==> config.mk <==
export PLATFORM = sky130hd
export DESIGN_NAME = maze_bram_arbiter_flat
export DESIGN_NICKNAME = d
export VERILOG_FILES = /design/src/rtl/maze_bram_arbiter_pkg.sv /design/src/rtl/maze_bram_arbiter_if.sv /design/src/rtl/maze_bram_arbiter_rr_priority_picker.sv /design/src/rtl/maze_bram_arbiter.sv /design/src/flat_wrapper.sv
export SDC_FILE = /design/constraint.sdc
export NUM_CORES = 1
export LEC_CHECK = 0
export BUFFER_PORTS_ARGS = -buffer_cell sky130_fd_sc_hd__buf_2
export CORE_MARGIN = 2
export CORE_UTILIZATION = 53
export CTS_BUF_LIST = sky130_fd_sc_hd__clkbuf_4 sky130_fd_sc_hd__clkbuf_8
export DETAILED_ROUTE_END_ITERATION = 8
export PLACE_DENSITY_LB_ADDON = 0.12
export SLEW_MARGIN = 0
export SYNTH_ARGS = -nofsm -noshare
export SYNTH_HDL_FRONTEND = slang
export SYNTH_SLANG_ARGS = --single-unit
==> constraint.sdc <==
create_clock -name mvmt_clk -period 4.67 [get_ports mvmt_clk]
set_clock_uncertainty 0.1 [all_clocks]
set_input_delay 0 -clock mvmt_clk [delete_from_list [all_inputs] [get_ports mvmt_clk]]
set_output_delay 0 -clock mvmt_clk [all_outputs]
set_load 0.05 [all_outputs]
==> src/rtl/maze_bram_arbiter_pkg.sv <==
// rtl/maze_bram_arbiter_pkg.sv - maze cell layout, arbiter FSM states and shared helpers
package maze_bram_arbiter_pkg;

  localparam int MAZE_SIZE     = 16;
  localparam int CELL_ADDR_W   = 8;
  localparam int CELL_WALL_BIT = 0;
  localparam int CELL_COLL_LSB = 1;
  localparam int CELL_COLL_MSB = 3;

  typedef enum logic [2:0] {
    COLL_NONE  = 3'd0,
    COLL_COIN  = 3'd1,
    COLL_GEM   = 3'd2,
    COLL_HEART = 3'd3,
    COLL_KEY   = 3'd4
  } coll_type_t;

  typedef enum logic [1:0] {
    ST_IDLE,
    ST_ACCESS,
    ST_WAIT,
    ST_DONE
  } arb_state_t;

  function automatic int idx_width(input int n);
    return (n > 1) ? $clog2(n) : 1;
  endfunction

  function automatic logic [CELL_ADDR_W-1:0] cell_addr(input logic [3:0] x, input logic [3:0] y);
    return CELL_ADDR_W'(int'(y) * MAZE_SIZE + int'(x));
  endfunction

endpackage

==> src/rtl/maze_bram_arbiter_if.sv <==
// rtl/maze_bram_arbiter_if.sv - requester-side req/ack bus shared by all maze movers
interface maze_bram_arbiter_if #(
  parameter int NUM_REQ = 4,
  parameter int ADDR_W  = 8,
  parameter int DATA_W  = 9
);

  logic [NUM_REQ-1:0]        req;
  logic [NUM_REQ-1:0]        req_we;
  logic [NUM_REQ*ADDR_W-1:0] req_addr;
  logic [NUM_REQ*DATA_W-1:0] req_din;
  logic [NUM_REQ-1:0]        gnt;
  logic [NUM_REQ-1:0]        ack;
  logic [DATA_W-1:0]         rdata;

  modport master (
    output req, req_we, req_addr, req_din,
    input  gnt, ack, rdata
  );

  modport slave (
    input  req, req_we, req_addr, req_din,
    output gnt, ack, rdata
  );

endinterface

==> src/rtl/maze_bram_arbiter_rr_priority_picker.sv <==
// rtl/maze_bram_arbiter_rr_priority_picker.sv - combinational round-robin winner select
// First set request at or after the pointer wins, wrapping modulo NUM_REQ.
module rr_priority_picker #(
  parameter int NUM_REQ = 4,
  parameter int IDX_W   = 2
) (
  input  logic [NUM_REQ-1:0] i_req,
  input  logic [IDX_W-1:0]   i_rr_ptr,
  output logic [NUM_REQ-1:0] o_onehot,
  output logic [IDX_W-1:0]   o_idx,
  output logic               o_valid
);

  logic [IDX_W:0] w_cand;

  // Scan from the farthest offset down so the nearest candidate overwrites last.
  always_comb begin
    o_onehot = '0;
    o_idx    = '0;
    o_valid  = |i_req;
    w_cand   = '0;
    for (int off = NUM_REQ - 1; off >= 0; off--) begin
      w_cand = {1'b0, i_rr_ptr} + (IDX_W + 1)'(off);
      if (w_cand >= (IDX_W + 1)'(NUM_REQ)) begin
        w_cand = w_cand - (IDX_W + 1)'(NUM_REQ);
      end
      if (i_req[w_cand[IDX_W-1:0]]) begin
        o_idx                      = w_cand[IDX_W-1:0];
        o_onehot                   = '0;
        o_onehot[w_cand[IDX_W-1:0]] = 1'b1;
      end
    end
  end

endmodule

==> src/rtl/maze_bram_arbiter.sv <==
// rtl/maze_bram_arbiter.sv - round-robin sharing of the single-port maze cell BRAM
// One transaction at a time: IDLE -> ACCESS -> WAIT x BRAM_LAT -> DONE, all outputs registered.
module maze_bram_arbiter
  import maze_bram_arbiter_pkg::*;
#(
  parameter int NUM_REQ  = 4,
  parameter int ADDR_W   = 8,
  parameter int DATA_W   = 9,
  parameter int BRAM_LAT = 1
) (
  input  logic              mvmt_clk,
  input  logic              reset,
  input  logic              i_en,
  maze_bram_arbiter_if.slave s_req,
  output logic              o_bram_en,
  output logic              o_bram_we,
  output logic [ADDR_W-1:0] o_bram_addr,
  output logic [DATA_W-1:0] o_bram_din,
  input  logic [DATA_W-1:0] i_bram_dout,
  output logic              o_busy
);

  localparam int         IDX_W     = idx_width(NUM_REQ);
  localparam logic [1:0] LAST_WAIT = 2'(BRAM_LAT - 1);

  arb_state_t          r_state;
  logic [IDX_W-1:0]    r_rr_ptr;
  logic [IDX_W-1:0]    r_owner;
  logic                r_we;
  logic [1:0]          r_wait_cnt;
  logic [NUM_REQ-1:0]  r_gnt;
  logic [NUM_REQ-1:0]  r_ack;
  logic [DATA_W-1:0]   r_rdata;
  logic                r_bram_en;
  logic                r_bram_we;
  logic [ADDR_W-1:0]   r_bram_addr;
  logic [DATA_W-1:0]   r_bram_din;
  logic                r_busy;

  logic [NUM_REQ-1:0]  w_pick_onehot;
  logic [IDX_W-1:0]    w_pick_idx;
  logic                w_pick_valid;
  logic                w_sel_we;
  logic [ADDR_W-1:0]   w_sel_addr;
  logic [DATA_W-1:0]   w_sel_din;
  logic [IDX_W-1:0]    w_next_ptr;

  rr_priority_picker #(
    .NUM_REQ (NUM_REQ),
    .IDX_W   (IDX_W)
  ) u_picker (
    .i_req    (s_req.req),
    .i_rr_ptr (r_rr_ptr),
    .o_onehot (w_pick_onehot),
    .o_idx    (w_pick_idx),
    .o_valid  (w_pick_valid)
  );

  always_comb begin
    w_sel_we   = 1'b0;
    w_sel_addr = '0;
    w_sel_din  = '0;
    for (int i = 0; i < NUM_REQ; i++) begin
      if (w_pick_idx == IDX_W'(i)) begin
        w_sel_we   = s_req.req_we[i];
        w_sel_addr = s_req.req_addr[i*ADDR_W +: ADDR_W];
        w_sel_din  = s_req.req_din[i*DATA_W +: DATA_W];
      end
    end
  end

  assign w_next_ptr = (r_owner == IDX_W'(NUM_REQ - 1)) ? '0 : r_owner + IDX_W'(1);

  always_ff @(posedge mvmt_clk or posedge reset) begin
    if (reset) begin
      r_state     <= ST_IDLE;
      r_rr_ptr    <= '0;
      r_owner     <= '0;
      r_we        <= 1'b0;
      r_wait_cnt  <= '0;
      r_gnt       <= '0;
      r_ack       <= '0;
      r_rdata     <= '0;
      r_bram_en   <= 1'b0;
      r_bram_we   <= 1'b0;
      r_bram_addr <= '0;
      r_bram_din  <= '0;
      r_busy      <= 1'b0;
    end else begin
      r_ack <= '0;
      case (r_state)
        ST_IDLE: begin
          if (i_en && w_pick_valid) begin
            r_owner     <= w_pick_idx;
            r_gnt       <= w_pick_onehot;
            r_we        <= w_sel_we;
            r_bram_en   <= 1'b1;
            r_bram_we   <= w_sel_we;
            r_bram_addr <= w_sel_addr;
            r_bram_din  <= w_sel_din;
            r_busy      <= 1'b1;
            r_state     <= ST_ACCESS;
          end
        end
        ST_ACCESS: begin
          r_bram_en  <= 1'b0;
          r_bram_we  <= 1'b0;
          r_wait_cnt <= '0;
          r_state    <= ST_WAIT;
        end
        ST_WAIT: begin
          if (r_wait_cnt == LAST_WAIT) begin
            if (!r_we) begin
              r_rdata <= i_bram_dout;
            end
            r_state <= ST_DONE;
          end else begin
            r_wait_cnt <= r_wait_cnt + 2'd1;
          end
        end
        ST_DONE: begin
          // ack lands in the following IDLE cycle so the owner can drop req before it is sampled again
          r_ack    <= r_gnt;
          r_gnt    <= '0;
          r_rr_ptr <= w_next_ptr;
          r_busy   <= 1'b0;
          r_state  <= ST_IDLE;
        end
        default: r_state <= ST_IDLE;
      endcase
    end
  end

  assign s_req.gnt   = r_gnt;
  assign s_req.ack   = r_ack;
  assign s_req.rdata = r_rdata;
  assign o_bram_en   = r_bram_en;
  assign o_bram_we   = r_bram_we;
  assign o_bram_addr = r_bram_addr;
  assign o_bram_din  = r_bram_din;
  assign o_busy      = r_busy;

endmodule

==> src/flat_wrapper.sv <==
// flat-port wrapper written by rule: the top's interface ports become plain ports
module maze_bram_arbiter_flat import maze_bram_arbiter_pkg::*;
#(
  parameter int NUM_REQ  = 4,
  parameter int ADDR_W   = 8,
  parameter int DATA_W   = 9,
  parameter int BRAM_LAT = 1
)
  (mvmt_clk, reset, i_en, o_bram_en, o_bram_we, o_bram_addr, o_bram_din, i_bram_dout, o_busy, s_req_req, s_req_req_we, s_req_req_addr, s_req_req_din, s_req_gnt, s_req_ack, s_req_rdata);
  maze_bram_arbiter_if #(.NUM_REQ(NUM_REQ), .ADDR_W(ADDR_W), .DATA_W(DATA_W)) s_req_i ();
  input  logic mvmt_clk;
  input  logic reset;
  input  logic i_en;
  output logic o_bram_en;
  output logic o_bram_we;
  output logic [ADDR_W-1:0] o_bram_addr;
  output logic [DATA_W-1:0] o_bram_din;
  input  logic [DATA_W-1:0] i_bram_dout;
  output logic o_busy;
  input wire logic [$bits(s_req_i.req)-1:0] s_req_req;
  input wire logic [$bits(s_req_i.req_we)-1:0] s_req_req_we;
  input wire logic [$bits(s_req_i.req_addr)-1:0] s_req_req_addr;
  input wire logic [$bits(s_req_i.req_din)-1:0] s_req_req_din;
  output wire logic [$bits(s_req_i.gnt)-1:0] s_req_gnt;
  output wire logic [$bits(s_req_i.ack)-1:0] s_req_ack;
  output wire logic [$bits(s_req_i.rdata)-1:0] s_req_rdata;
  assign s_req_i.req = s_req_req;
  assign s_req_i.req_we = s_req_req_we;
  assign s_req_i.req_addr = s_req_req_addr;
  assign s_req_i.req_din = s_req_req_din;
  assign s_req_gnt = s_req_i.gnt;
  assign s_req_ack = s_req_i.ack;
  assign s_req_rdata = s_req_i.rdata;
  maze_bram_arbiter #(.NUM_REQ(NUM_REQ), .ADDR_W(ADDR_W), .DATA_W(DATA_W), .BRAM_LAT(BRAM_LAT)) u_core (.mvmt_clk(mvmt_clk), .reset(reset), .i_en(i_en), .s_req(s_req_i), .o_bram_en(o_bram_en), .o_bram_we(o_bram_we), .o_bram_addr(o_bram_addr), .o_bram_din(o_bram_din), .i_bram_dout(i_bram_dout), .o_busy(o_busy));
endmodule
==> flow_summary_export.csv <==
group,metric,value,unit
outcome,outcome,"finished clean",
clock_tree,root_buffer,"clkbuf_8",
synth,yosysTopAreaCellShare,0.3962,
finish,drive_gt1_frac,0.3333,
route,drt_wl_total,9.756,mm
synth,synth_fa_ha_area_frac,0.06460,
synth,synth_xor_area_frac,0.003015,
clock_tree,h-tree-depth,2,
setup_path,cp-startpoint,"u_core.r_rr_ptr[1]$_DFFE_PP0P_",
setup_path,critPathLaunchType,"register",
floorplan,die_h,78.04,um
floorplan,core-area,5205,um2
setup_path,slowest_delay,0.65,ns
pwr,max-vdd-ir-drop,470.9,uV
synth,ys_ff_latch,46,
global_routing,grt-busiest-layer,"met2",
route,dr.pass1.iters,7,
clock_tree,clock_sinks,46,
setup_path,worstPathArrival,4.47,ns
synth,netlist_area,2905,um2
setup_path,path_cells,"inv_1 > ha_1 > mux4_2 > nand2b_4 > a311oi_4 > buf_4 > mux2i_1 > dlygate4sd3_1 > a221oi_1",
timing,fin_crit,4.399,ns
synth,synth_top_family_by_area,"multiplexers",
clock_tree,cts_tree,"built",
route,first_iter_violations,216,
hold_path,hold_start,"s_req_req_we[3]",
global_routing,grt_max_degree,47,
floorplan,fp-row-count,26,
clock_tree,numCtsBuffers,5,
finish,area_growth,52.93,%
placement,post-dp-hpwl,5.235,mm
clock_tree,post_cts_buffers,0,
route,vias_per_cell,5.689,
setup_path,crit_required,4.74,ns
timing,finalSetupViolations,0,
synth,synthFlopType,"dfrtp_1",
floorplan,fp.dieArea,6090,um2
floorplan,die_w,78.04,um
route,post-route-drc-count,0,
setup_path,r2r_setup_slack,0.27,ns
synth,synth_cell_types,46,
floorplan,ioPinCount,125,
setup_path,reg2regPathDepth,9,
timing,final_hold_viol_count,0,
timing,max_slew_margin,0.3522,
setup_path,crit_type,"register to register",
synth,synth_cells,275,
synth,synthesis.nets,378,
placement,post_dp_cell_area,3538,um2
setup_path,cp_slowest_cell,"mux4_2",
synth,yosysWarningCount,0,
synth,synth-compound-area-share,0.1585,
finish,design_area,4443,um2
timing,tns,0,ns
global_routing,met1_usage,0.4258,
finish,finalNetCount,576,
synth,synth_common_cells,"dfrtp_1, mux2i_1, nor2_1",
global_routing,grt_pass1_vias,3172,
global_routing,grt-ovfl-total,0,
setup_path,endpoint_kind,"register",
timing,rsz0062_at_grt,"false",
hold_path,hold_class,"primary input to register",
synth,seq_area_frac_synth,0.3962,
synth,synth.top_cells.by_area,"dfrtp_1, mux2i_1, ha_1",
clock_tree,clk_latency,0.29,ns
run,maxCapViolCount,0,
setup_path,r2r-end,"u_core.o_bram_din[0]$_DFFE_PP0P_",
global_routing,use_met2,0.5233,
setup_path,crit_fanout,35,
timing,layout_setup_ws,0.2710,ns
timing,worst_slew_pin_slew,0.9703,ns
synth,synthArstFlopShare,1.000,
placement,gp_congestion,0.9012,
global_routing,met3_usage,0.08621,
clock_tree,path_clk_slew,0.08,ns
route,wire_per_inst,17.93,um
synth,yosys.area.top_type,"dfrtp_1",
timing,slew_violations,0,
synth,synth_edf_count,0,
route,num_vias,3095,
floorplan,start_util,0.5582,
setup_path,crit_end,"u_core.o_bram_din[0]$_DFFE_PP0P_",
synth,synth-simple-area-share,0.1262,
finish,antenna_cells,0,
synth,synth_most_common_cell,"dfrtp_1",
pwr,p_per_area,696.5,nW/um2
global_routing,grt_pass1_wl,15.90,mm
synth,synthMuxAreaShare,0.1964,
timing,fin_hold_ws,0.09336,ns
synth,syn_avg_cell_area,10.56,um2
placement,pre_cts_ws,0.9905,ns
global_routing,track_usage,0.3298,
finish,fillers,261,
placement,port_buffers,124,
clock_tree,cts_buffer_depth,2,
global_routing,antenna_found_initial,0,
pwr,p_leak,2.166,nW
timing,timing.fmax,0.2273,GHz
setup_path,timing.rr.start,"u_core.r_rr_ptr[1]$_DFFE_PP0P_",
route,ant_nets,0,
timing,timing.final.crit_share,0.9420,
==> power breakdown <==
part           internal, mW  leakage [nW]  switching, mW  total (mW)
Combinational         0.826          1.56           1.27        2.10
Clock                 0.172        0.0593          0.129       0.301
Sequential            0.571         0.550          0.124       0.695
==> cells in the final DEF, fill, tap and decap left out, types with 2 or more instances in the layout <==
cell           instances
mux2i_1               39
a41oi_1                2
buf_4                  4
nor2b_1                3
a22o_1                 5
nand2_1               11
o31ai_1                2
a221oi_1              18
or2_2                  2
dfrtp_1               46
and3_1                 3
dlygate4sd3_1         79
and2_1                 5
mux4_2                 2
ha_1                  15
a222oi_1               4
clkbuf_4               2
nor2_1                37
clkbuf_8               5
a311oi_1               2
buf_2                124
nor3b_1                3
a21oi_1                7
mux2_2                12
nor3_1                 3
o21ai_0                6
inv_1                 10
==> state kept, by name, indices dropped and copies added, names as in the netlist <==
signal	count
u_core.o_bram_we	1
u_core.r_state	2
u_core.o_busy	1
u_core.r_we	1
u_core.s_req.gnt	4
u_core.o_bram_din	9
u_core.o_bram_addr	8
u_core.s_req.rdata	9
u_core.r_wait_cnt	2
u_core.r_rr_ptr	2
u_core.o_bram_en	1
u_core.r_owner	2
u_core.s_req.ack	4
==> per-stage QoR <==
stage | cells | utilization | total power [mW]
finish | 544 | 0.8536 | 3.095
detailed placement | 457 | 0.6798 | 2.496
CTS | 544 | 0.8536 | 3.016
global route | 544 | 0.8536 | 3.280
global placement | 457 | 0.6798 | 2.469
floorplan | 275 | - | 2.184
==> logic make-up (layout without fill, tap and decap cells) <==
group                    Yosys count  count (layout)
AO/OA/AOI/OAI                     58              58
XOR/XNOR                           1               1
adder cells (fa/ha/maj)           15              15
buffers and inverters             27             226
flip-flops                        46              46
multiplexers                      53              53
AND/OR/NAND/NOR                   75              75
==> worst max-delay path, delay by kind of cell (launching register included) <==
family / cells / cell delay [ns]
flip-flops: 1 / 0.61
buffers and inverters: 3 / 1.31
adder cells (fa/ha/maj): 1 / 0.56
AND/OR/NAND/NOR: 1 / 0.20
AO/OA/AOI/OAI: 2 / 0.64
multiplexers: 2 / 0.83
==> repair_timing <==
action | 4_1_cts | 5_1_grt
endpoints found under the setup margin | 0 | 0
hold buffers | 79 | 0
gates resized for setup | 0 | 0
endpoints found under the hold margin | 73 | 0
==> layout make-up <==
cell class | count | area (um2) | share of cell area
Clock buffer | 7 | 83.83 | 0.01887
Clock inverter | 1 | 30.03 | 0.006759
Sequential cell | 46 | 1151 | 0.2591
Inverter | 11 | 41.29 | 0.009293
Tap cell | 70 | 87.58 | 0.01971
Timing Repair Buffer | 207 | 1441 | 0.3244
Multi-Input combinational cell | 202 | 1608 | 0.3619
==> metal layers <==
layer	routed length [um]	vias to the layer above
met5	0	-
met4	389	0
met3	811	45
met2	4519	194
met1	4035	1441
li1	-	1415
==> worst min path at each step <==
stage                                             end  slack (ns)  depth (start not counted)
floorplan           u_core.s_req.rdata[0]$_DFFE_PP0P_        0.05                          1
global placement    u_core.s_req.rdata[4]$_DFFE_PP0P_        0.13                          2
detailed placement  u_core.s_req.rdata[1]$_DFFE_PP0P_        0.14                          2
CTS                           u_core.r_we$_DFFE_PP0P_        0.08                          4
global route                  u_core.r_we$_DFFE_PP0P_        0.12                          4
finish                        u_core.r_we$_DFFE_PP0P_        0.09                          4
Power figures use the tool's default switching activity.
